==> src/rtl/grid_controller_pkg.sv <==
// ============================================================================
// Module : grid_controller_pkg
// Brief  : Board geometry, board type and controller state encoding
// Rev    : 1.0 - initial release
// ============================================================================
`default_nettype none

package grid_controller_pkg;

    localparam int GRID_ROWS = 16;
    localparam int GRID_COLS = 16;

    // grid[r] is row r; grid[r][c] is the cell at column c.
    typedef logic [GRID_ROWS-1:0][GRID_COLS-1:0] grid_t;

    typedef enum logic [1:0] {
        IDLE = 2'd0,
        LOAD = 2'd1,
        READ = 2'd2
    } ctrl_state_t;

endpackage

`default_nettype wire

==> src/rtl/grid_controller.sv <==
// ============================================================================
// Module : grid_controller
// Brief  : Owns the Game of Life board; row-serial load/readout and stepping
// Rev    : 1.0 - initial release
// ============================================================================
`default_nettype none

module grid_controller
    import grid_controller_pkg::*;
#(
    parameter int ROWS  = GRID_ROWS,
    parameter int COLS  = GRID_COLS,
    parameter int GEN_W = 16
) (
    input  logic                    clk,
    input  logic                    reset,
    input  logic                    load_start,
    input  logic                    load_valid,
    output logic                    load_ready,
    input  logic [COLS-1:0]         load_row,
    input  logic                    load_last,
    input  logic                    rd_start,
    output logic                    rd_valid,
    input  logic                    rd_ready,
    output logic [COLS-1:0]         rd_row,
    output logic [$clog2(ROWS)-1:0] rd_idx,
    output logic                    rd_last,
    input  logic                    step,
    input  logic                    run,
    output grid_t                   grid_q,
    input  grid_t                   grid_evolve,
    output logic [GEN_W-1:0]        gen_count,
    output logic                    busy,
    output logic                    stable,
    output logic                    extinct
);

    localparam int                 c_IDX_W    = $clog2(ROWS);
    localparam logic [c_IDX_W-1:0] c_LAST_ROW = c_IDX_W'(ROWS - 1);

    ctrl_state_t        r_state, w_state_nxt;
    grid_t              r_grid,  w_grid_nxt;
    logic [c_IDX_W-1:0] r_ptr,   w_ptr_nxt;
    logic [GEN_W-1:0]   r_gen,   w_gen_nxt;
    logic               w_at_last_row;

    assign w_at_last_row = (r_ptr == c_LAST_ROW);

    always_ff @(posedge clk or posedge reset) begin
        if (reset) begin
            r_state <= IDLE;
            r_grid  <= '0;
            r_ptr   <= '0;
            r_gen   <= '0;
        end else begin
            r_state <= w_state_nxt;
            r_grid  <= w_grid_nxt;
            r_ptr   <= w_ptr_nxt;
            r_gen   <= w_gen_nxt;
        end
    end

    always_comb begin
        w_state_nxt = r_state;
        w_grid_nxt  = r_grid;
        w_ptr_nxt   = r_ptr;
        w_gen_nxt   = r_gen;
        case (r_state)
            IDLE: begin
                if (load_start) begin
                    w_grid_nxt  = '0;
                    w_gen_nxt   = '0;
                    w_ptr_nxt   = '0;
                    w_state_nxt = LOAD;
                end else if (rd_start) begin
                    w_ptr_nxt   = '0;
                    w_state_nxt = READ;
                end else if (step || run) begin
                    w_grid_nxt = grid_evolve;
                    w_gen_nxt  = r_gen + GEN_W'(1);
                end
            end
            LOAD: begin
                if (load_valid) begin
                    w_grid_nxt[r_ptr] = load_row;
                    w_ptr_nxt         = r_ptr + c_IDX_W'(1);
                    if (load_last || w_at_last_row) begin
                        w_state_nxt = IDLE;
                    end
                end
            end
            READ: begin
                // The board is frozen here, so rows are served straight from r_grid.
                if (rd_ready) begin
                    w_ptr_nxt = r_ptr + c_IDX_W'(1);
                    if (w_at_last_row) begin
                        w_state_nxt = IDLE;
                    end
                end
            end
            default: w_state_nxt = IDLE;
        endcase
    end

    assign load_ready = (r_state == LOAD);
    assign rd_valid   = (r_state == READ);
    assign rd_row     = r_grid[r_ptr];
    assign rd_idx     = r_ptr;
    assign rd_last    = (r_state == READ) && w_at_last_row;
    assign grid_q     = r_grid;
    assign gen_count  = r_gen;
    assign busy       = (r_state != IDLE);
    assign stable     = (grid_evolve == r_grid);
    assign extinct    = (r_grid == '0);

endmodule

`default_nettype wire

==> config.mk <==
export PLATFORM = sky130hd
export DESIGN_NAME = grid_controller
export DESIGN_NICKNAME = d
export VERILOG_FILES = /design/src/rtl/grid_controller_pkg.sv /design/src/rtl/grid_controller.sv
export SDC_FILE = /design/constraint.sdc
export NUM_CORES = 1
export LEC_CHECK = 0
export CORE_AREA = 2 2 224 226
export DETAILED_ROUTE_END_ITERATION = 10
export DIE_AREA = 0 0 226 228
export PLACE_DENSITY_LB_ADDON = 0.2
export SLEW_MARGIN = 25
export SYNTH_ARGS = -nofsm -noshare
export SYNTH_HDL_FRONTEND = slang
export SYNTH_SLANG_ARGS = --single-unit
==> constraint.sdc <==
create_clock -name clk -period 10.93 [get_ports clk]
set_clock_uncertainty 0.05 [all_clocks]
set_input_delay 1.093 -clock clk [delete_from_list [all_inputs] [get_ports clk]]
set_output_delay 1.093 -clock clk [all_outputs]
set_load 0.01 [all_outputs]
==> reports/results.txt, run 1 <==
syn avg cell area - 8.88 µm²
die area - 51,500 µm²
clock sinks - 278
syn_nets - 2,362
share of cells above drive strength 1 - 8.92%
CTS tree - yes
DRC violations left - 0
core outline area - 49,300 µm²
Post-CTS Setup Inserts - 0
Clock power frac - 14.0%
vias in the first global route - 19.6k
Logic pwr share - 55.3%
antenna viol nets, final - 0
die height - 228 µm
gr usage total - 44.6%
largest net degree at the start of global routing - 156
Power Internal - 4300 µW
Mapped Cells - 2,072
Worst setup startpoint - grid_evolve[161]
static leakage - 0.00923 µW
IO buf count - 578
Resized Gates After CTS - 0
final setup fails - 0
MaxCap Viol Count - 0
CP arrival - 4750 ps
global-route wire length before repair - 159,000 µm
GRT overflow - 0
commonest non-fill, non-tap cell in the layout - clkdlybuf4s50_1
status - finished, final reports clean
Starting Density - 37.3%
Worst-Skew Late Latency - 570 ps
worst vdd ir - 161 µV
CTS max path bufs - 3
fmax - 170 MHz
DR WL/cell - 35.7 µm
main area contributors after synthesis - dfrtp_1, xnor2_1, mux4_2
Yosys reg bits - 278
post-DP HPWL - 89,600 µm
Hold Crit Class - reg2reg
FF-to-FF setup slack - 7240 ps
post-synth cell types - 42
Primary FF master, synth - dfrtp_1
hold buffers post-CTS - 0
Area Growth Syn to Fin - 40.3%
Synth Cell Area - 18,400 µm²
Worst Setup Path Type - in2out
fraction of registers with async set/reset - 100%
most frequent cells in the layout - clkdlybuf4s50_1, nor2_1, a21oi_1, dfrtp_1, xnor2_1
I/O Pins - 579
Worst Hold Depth - 2
total power - 8670 µW
Critical Path RT - 9790 ps
largest area contributor in the netlist - dfrtp_1
Yosys Warn Count - 0
sequential cell area fraction in the yosys report - 37.8%
Worst R2R Start - r_state[1]
startpoint types - input pin
GPL Wtd Cong - 1.05
PwrDens - 336 nW/µm²
area taken by multi-input logic gates - 10,800 µm²
vias per cell - 6.35
clock slew at reported path FFs - 50 ps
slew of the pin with the lowest slew margin - 1190 ps
period utilization - 53.9%
area share of the largest cell type after synthesis - 37.8%
Reg power frac - 30.7%
Switching Power - 4370 µW
switch share - 50.4%
initial antenna violation count - 19
CP endpoint - stable
total of fill cells in the finished design - 4,633
fin. max-slew vios - 0
Fin Setup TNS - 0 ps
Routed WL - 117,000 µm
H-tree depth - 2
Clock Tree Root - clkbuf_16
num rows - 82
via count - 20.8k
final net count - 2,863
reg2reg path depth - 7
RSZ-0062 raised after global routing - false
Worst R2R End - grid_q[48]
Tmin final - 5890 ps
EDFF count, synth - 0
Register Area - 6970 µm²
drt pass-1 iters - 8
Num CTS Buffers - 36
Worst Path Max Fanout - 2
initial drt markers - 3,383
final hold vios - 0
Die W - 226 µm
Setup crit end kind - primary output
Worst slew margin - 20.7%
worst min path at each step:
stage / startpoint / end
floorplan: r_state[0] / r_state[0]
global placement: gen_count[15] / gen_count[15]
detailed placement: gen_count[15] / gen_count[15]
CTS: gen_count[15] / gen_count[15]
global route: r_state[0] / r_state[0]
finish: gen_count[15] / gen_count[15]
Yosys cell counts (2+ instances only):
cell type and count:
mux2i_1 2, a21oi_1 357, nand4_1 88, a21oi_4 3, mux2_1 3, ha_1 9, nand2_1 150, and2_1 2
buf_1 4, clkbuf_1 70, and3_1 10, buf_2 59, nor4_1 85, nand2b_1 3, mux4_2 80, nand3_1 8
nand3b_1 9, nor3_1 3, or3_1 5, inv_1 11, buf_12 2, o21ai_0 120, a22o_1 2, xor2_1 5
and2_0 4, o211ai_1 4, dfrtp_1 278, xnor2_1 261, o2111ai_1 4, buf_6 6, mux2_2 47, nor2_1 368
cell type report:
| cell class | instances | share of cell area (%) |
|---|---|---|
| multi-input cells | 1642 | 41.6 |
| well taps | 672 | 3.26 |
| inverters | 11 | 0.189 |
| diodes | 11 | 0.107 |
| clock buffers | 56 | 4.25 |
| clock inverters | 9 | 0.223 |
| repair buffers | 604 | 23.4 |
| flip-flops and latches | 278 | 27.0 |
power groups by stage:
stage          combinational (µW)  sequential, µW  clock [µW]
3_3_place_gp                 4560            2610           0
4_1_cts                      4650            2600        1210
2_1_floorplan                2210            2270           0
3_5_place_dp                 4620            2610           0
5_1_grt                      4940            2660        1240
6_report                     4800            2670        1210
sequential cells by signal (all words and copies together) (netlist names):
register,count
gen_count,16
rd_idx,4
grid_q,256
r_state,2
metrics by stage:
step	setup WS (ps)	hold WS, ps	utilization (%)	cell area, µm²	std cells
5_1_grt	5160	537	52.3	25800	3275
3_5_place_dp	5240	510	49.9	24600	3206
6_report	5040	521	52.3	25800	3283
3_3_place_gp	5210	495	49.8	24600	3204
2_1_floorplan	2120	488	-	18400	2072
4_1_cts	5230	526	52.2	25800	3271
cells by family (layout without fill, tap and decap cells):
family,after synthesis,count (layout),share of synthesized area (%)
AOI/OAI and AO/OA,494,494,13.9
xor gates and xnor gates,266,266,12.7
DFF,278,278,37.8
and+or+nand+nor,741,741,18.2
adders and majority gates,9,9,0.612
buffers and inverters,152,680,3.92
other,0,11,0
muxes,132,132,13.0
worst max-delay path: stages:
cell	delay (ps)
clkdlybuf4s50_1	480
xnor2_1	630
nand4_1	230
nor4_1	750
nand4_1	190
nor4_1	680
clkdlybuf4s50_1	680
layer usage:
layer / GRT usage, % / vias up / share of wire, %
met5: 0 / - / 0.056
met4: 27.4 / 10 / 7.6
met3: 14.0 / 394 / 13
met2: 67.4 / 1845 / 44
met1: 55.4 / 10200 / 35
li1: - / 8372 / -
(Power assumes the default switching activity.)
==> run 2: changes to the inputs <==
CORE_AREA = 2 2 223 225   (was 2 2 224 226)
DIE_AREA = 0 0 225 227   (was 0 0 226 228)
clock period = 4.83 ns   (was 10.93 ns; I/O delays follow)
==> run 2 against run 1 <==
- worst setup slack worse by 4800 ps
- sequential share of layout area fell by 0.23 points
- sequential power is 130% higher
- combinational power is 130% higher
- count of clock-buffer cells in the layout fell by 1
- global-route usage is 0.87 points higher
==> reports/results.txt, run 2 (synthesis gave the netlist of run 1 again) <==
status - finished, final reports clean
Die W - 225 µm
Reg power frac - 30.1%
DRC violations left - 0
max FFs per register - 256
switch share - 49.8%
Power Internal - 10,000 µW
GRT overflow - 0
Switching Power - 9960 µW
startpoint types - flip-flop
largest net degree at the start of global routing - 158
commonest non-fill, non-tap cell in the layout - clkdlybuf4s50_1
drt pass-1 iters - 7
Num CTS Buffers - 36
vias in the first global route - 19.9k
Worst-Skew Late Latency - 570 ps
Setup crit end kind - primary output
Area Growth Syn to Fin - 41.5%
Post-CTS Setup Inserts - 0
Routed WL - 118,000 µm
Fin Setup TNS - 0 ps
worst vdd ir - 369 µV
die area - 51,100 µm²
GPL Wtd Cong - 0.997
initial antenna violation count - 12
share of cells above drive strength 1 - 9.45%
area taken by multi-input logic gates - 10,700 µm²
Met2 Routed Length - 51,800 µm
Starting Density - 37.9%
Clock Tree Root - clkbuf_16
Register Area - 6960 µm²
Non-Filler Instances - 3,255
WHS - 317 ps
metal3 WL - 15,000 µm
via count - 21.0k
crit path cell chain - xnor2_1, nand4_1, nor4_1, nand4_1, nor4_1, buf_4, clkdlybuf4s50_1
slew of the pin with the lowest slew margin - 1160 ps
vias per cell - 6.46
global-route wire length before repair - 160,000 µm
H-tree depth - 2
fin. max-slew vios - 0
CTS max path bufs - 3
CTS tree - yes
Tmin final - 4550 ps
post-DP HPWL - 90,100 µm
Worst slew margin - 22.2%
Logic pwr share - 55.2%
final hold vios - 0
period utilization - 94.2%
Worst Path Max Fanout - 5
core outline area - 48,500 µm²
Hold Crit Class - in2async
clock sinks - 278
die height - 227 µm
PwrDens - 768 nW/µm²
antenna viol nets, final - 0
most frequent cells in the layout - clkdlybuf4s50_1, nor2_1, a21oi_1, dfrtp_1, xnor2_1
total of fill cells in the finished design - 4,493
Slowest cell on crit path - xnor2_1
max layer used - met5
fmax - 220 MHz
MaxCap Viol Count - 0
IO buf count - 578
Clock power frac - 14.7%
RSZ-0062 raised after global routing - false
Resized Gates After CTS - 0
Met1 Routed Length - 42,400 µm
Layout Utilization - 53.6%
I/O Pins - 579
initial drt markers - 3,481
num rows - 81
hold buffers post-CTS - 0
static leakage - 0.00938 µW
Top Family by Delay on Critical Path - simple AND/OR/NAND/NOR gates
Cells after DPL - 3,182
Critical Path RT - 4300 ps
DR WL/cell - 36.3 µm
Worst Setup Path Type - reg2out
clock slew at reported path FFs - 60 ps
CP bufs+invs - 2
crit-path max cell delay - 690 ps
final net count - 2,888
gr usage total - 45.4%
final setup fails - 0
CP arrival - 4020 ps
[run 2: worst paths after layout]
kind                         startpoint            to  slack [ps]  cells after the start
min                               reset     grid_q[1]         320                      2
max in group asynchronous         reset   grid_q[126]        3130                      3
min reg2reg                gen_count[5]  gen_count[5]         520                      2
max                          grid_q[74]        stable         280                      7
min in group clk           gen_count[5]  gen_count[5]         520                      2
max reg2reg                   rd_idx[0]   grid_q[205]        1460                      5
[run 2: layer usage]
layer	vias up	global-route usage, %
met5	-	0
met4	12	27.8
met3	430	14.0
met2	1828	69.6
met1	10300	56.4
li1	8421	-
[run 2: final cells by class]
type	count	area share (%)
antenna	10	0.0961
clock buffer	55	4.08
clock inverter	8	0.663
inverter	11	0.173
multi-input combinational	1642	41.3
sequential	278	26.7
tap	622	2.99
timing repair buffer	629	24.0
[run 2: worst reg2reg max path: stages (launching register included)]
cell	delay [ps]
dfrtp_4	730
inv_1	240
ha_1	300
nand3_1	640
a21oi_4	890
mux2_2	410
[run 2: metrics by stage]
stage / worst slack, ps / power (µW) / cell area (µm²)
floorplan: 618 / 10200 / 18400
global placement: 526 / 16400 / 24800
detailed placement: 607 / 16500 / 24800
CTS: 501 / 19500 / 26000
global route: 190 / 20400 / 26000
finish: 279 / 20000 / 26000
[run 2: power by group through the flow]
stage / logic (µW) / clock network, µW / registers, µW
6_report: 11000 / 2940 / 6020
4_1_cts: 10700 / 2940 / 5880
5_1_grt: 11400 / 3030 / 6020
2_1_floorplan: 5010 / 0 / 5140
3_5_place_dp: 10600 / 0 / 5910
3_3_place_gp: 10500 / 0 / 5900
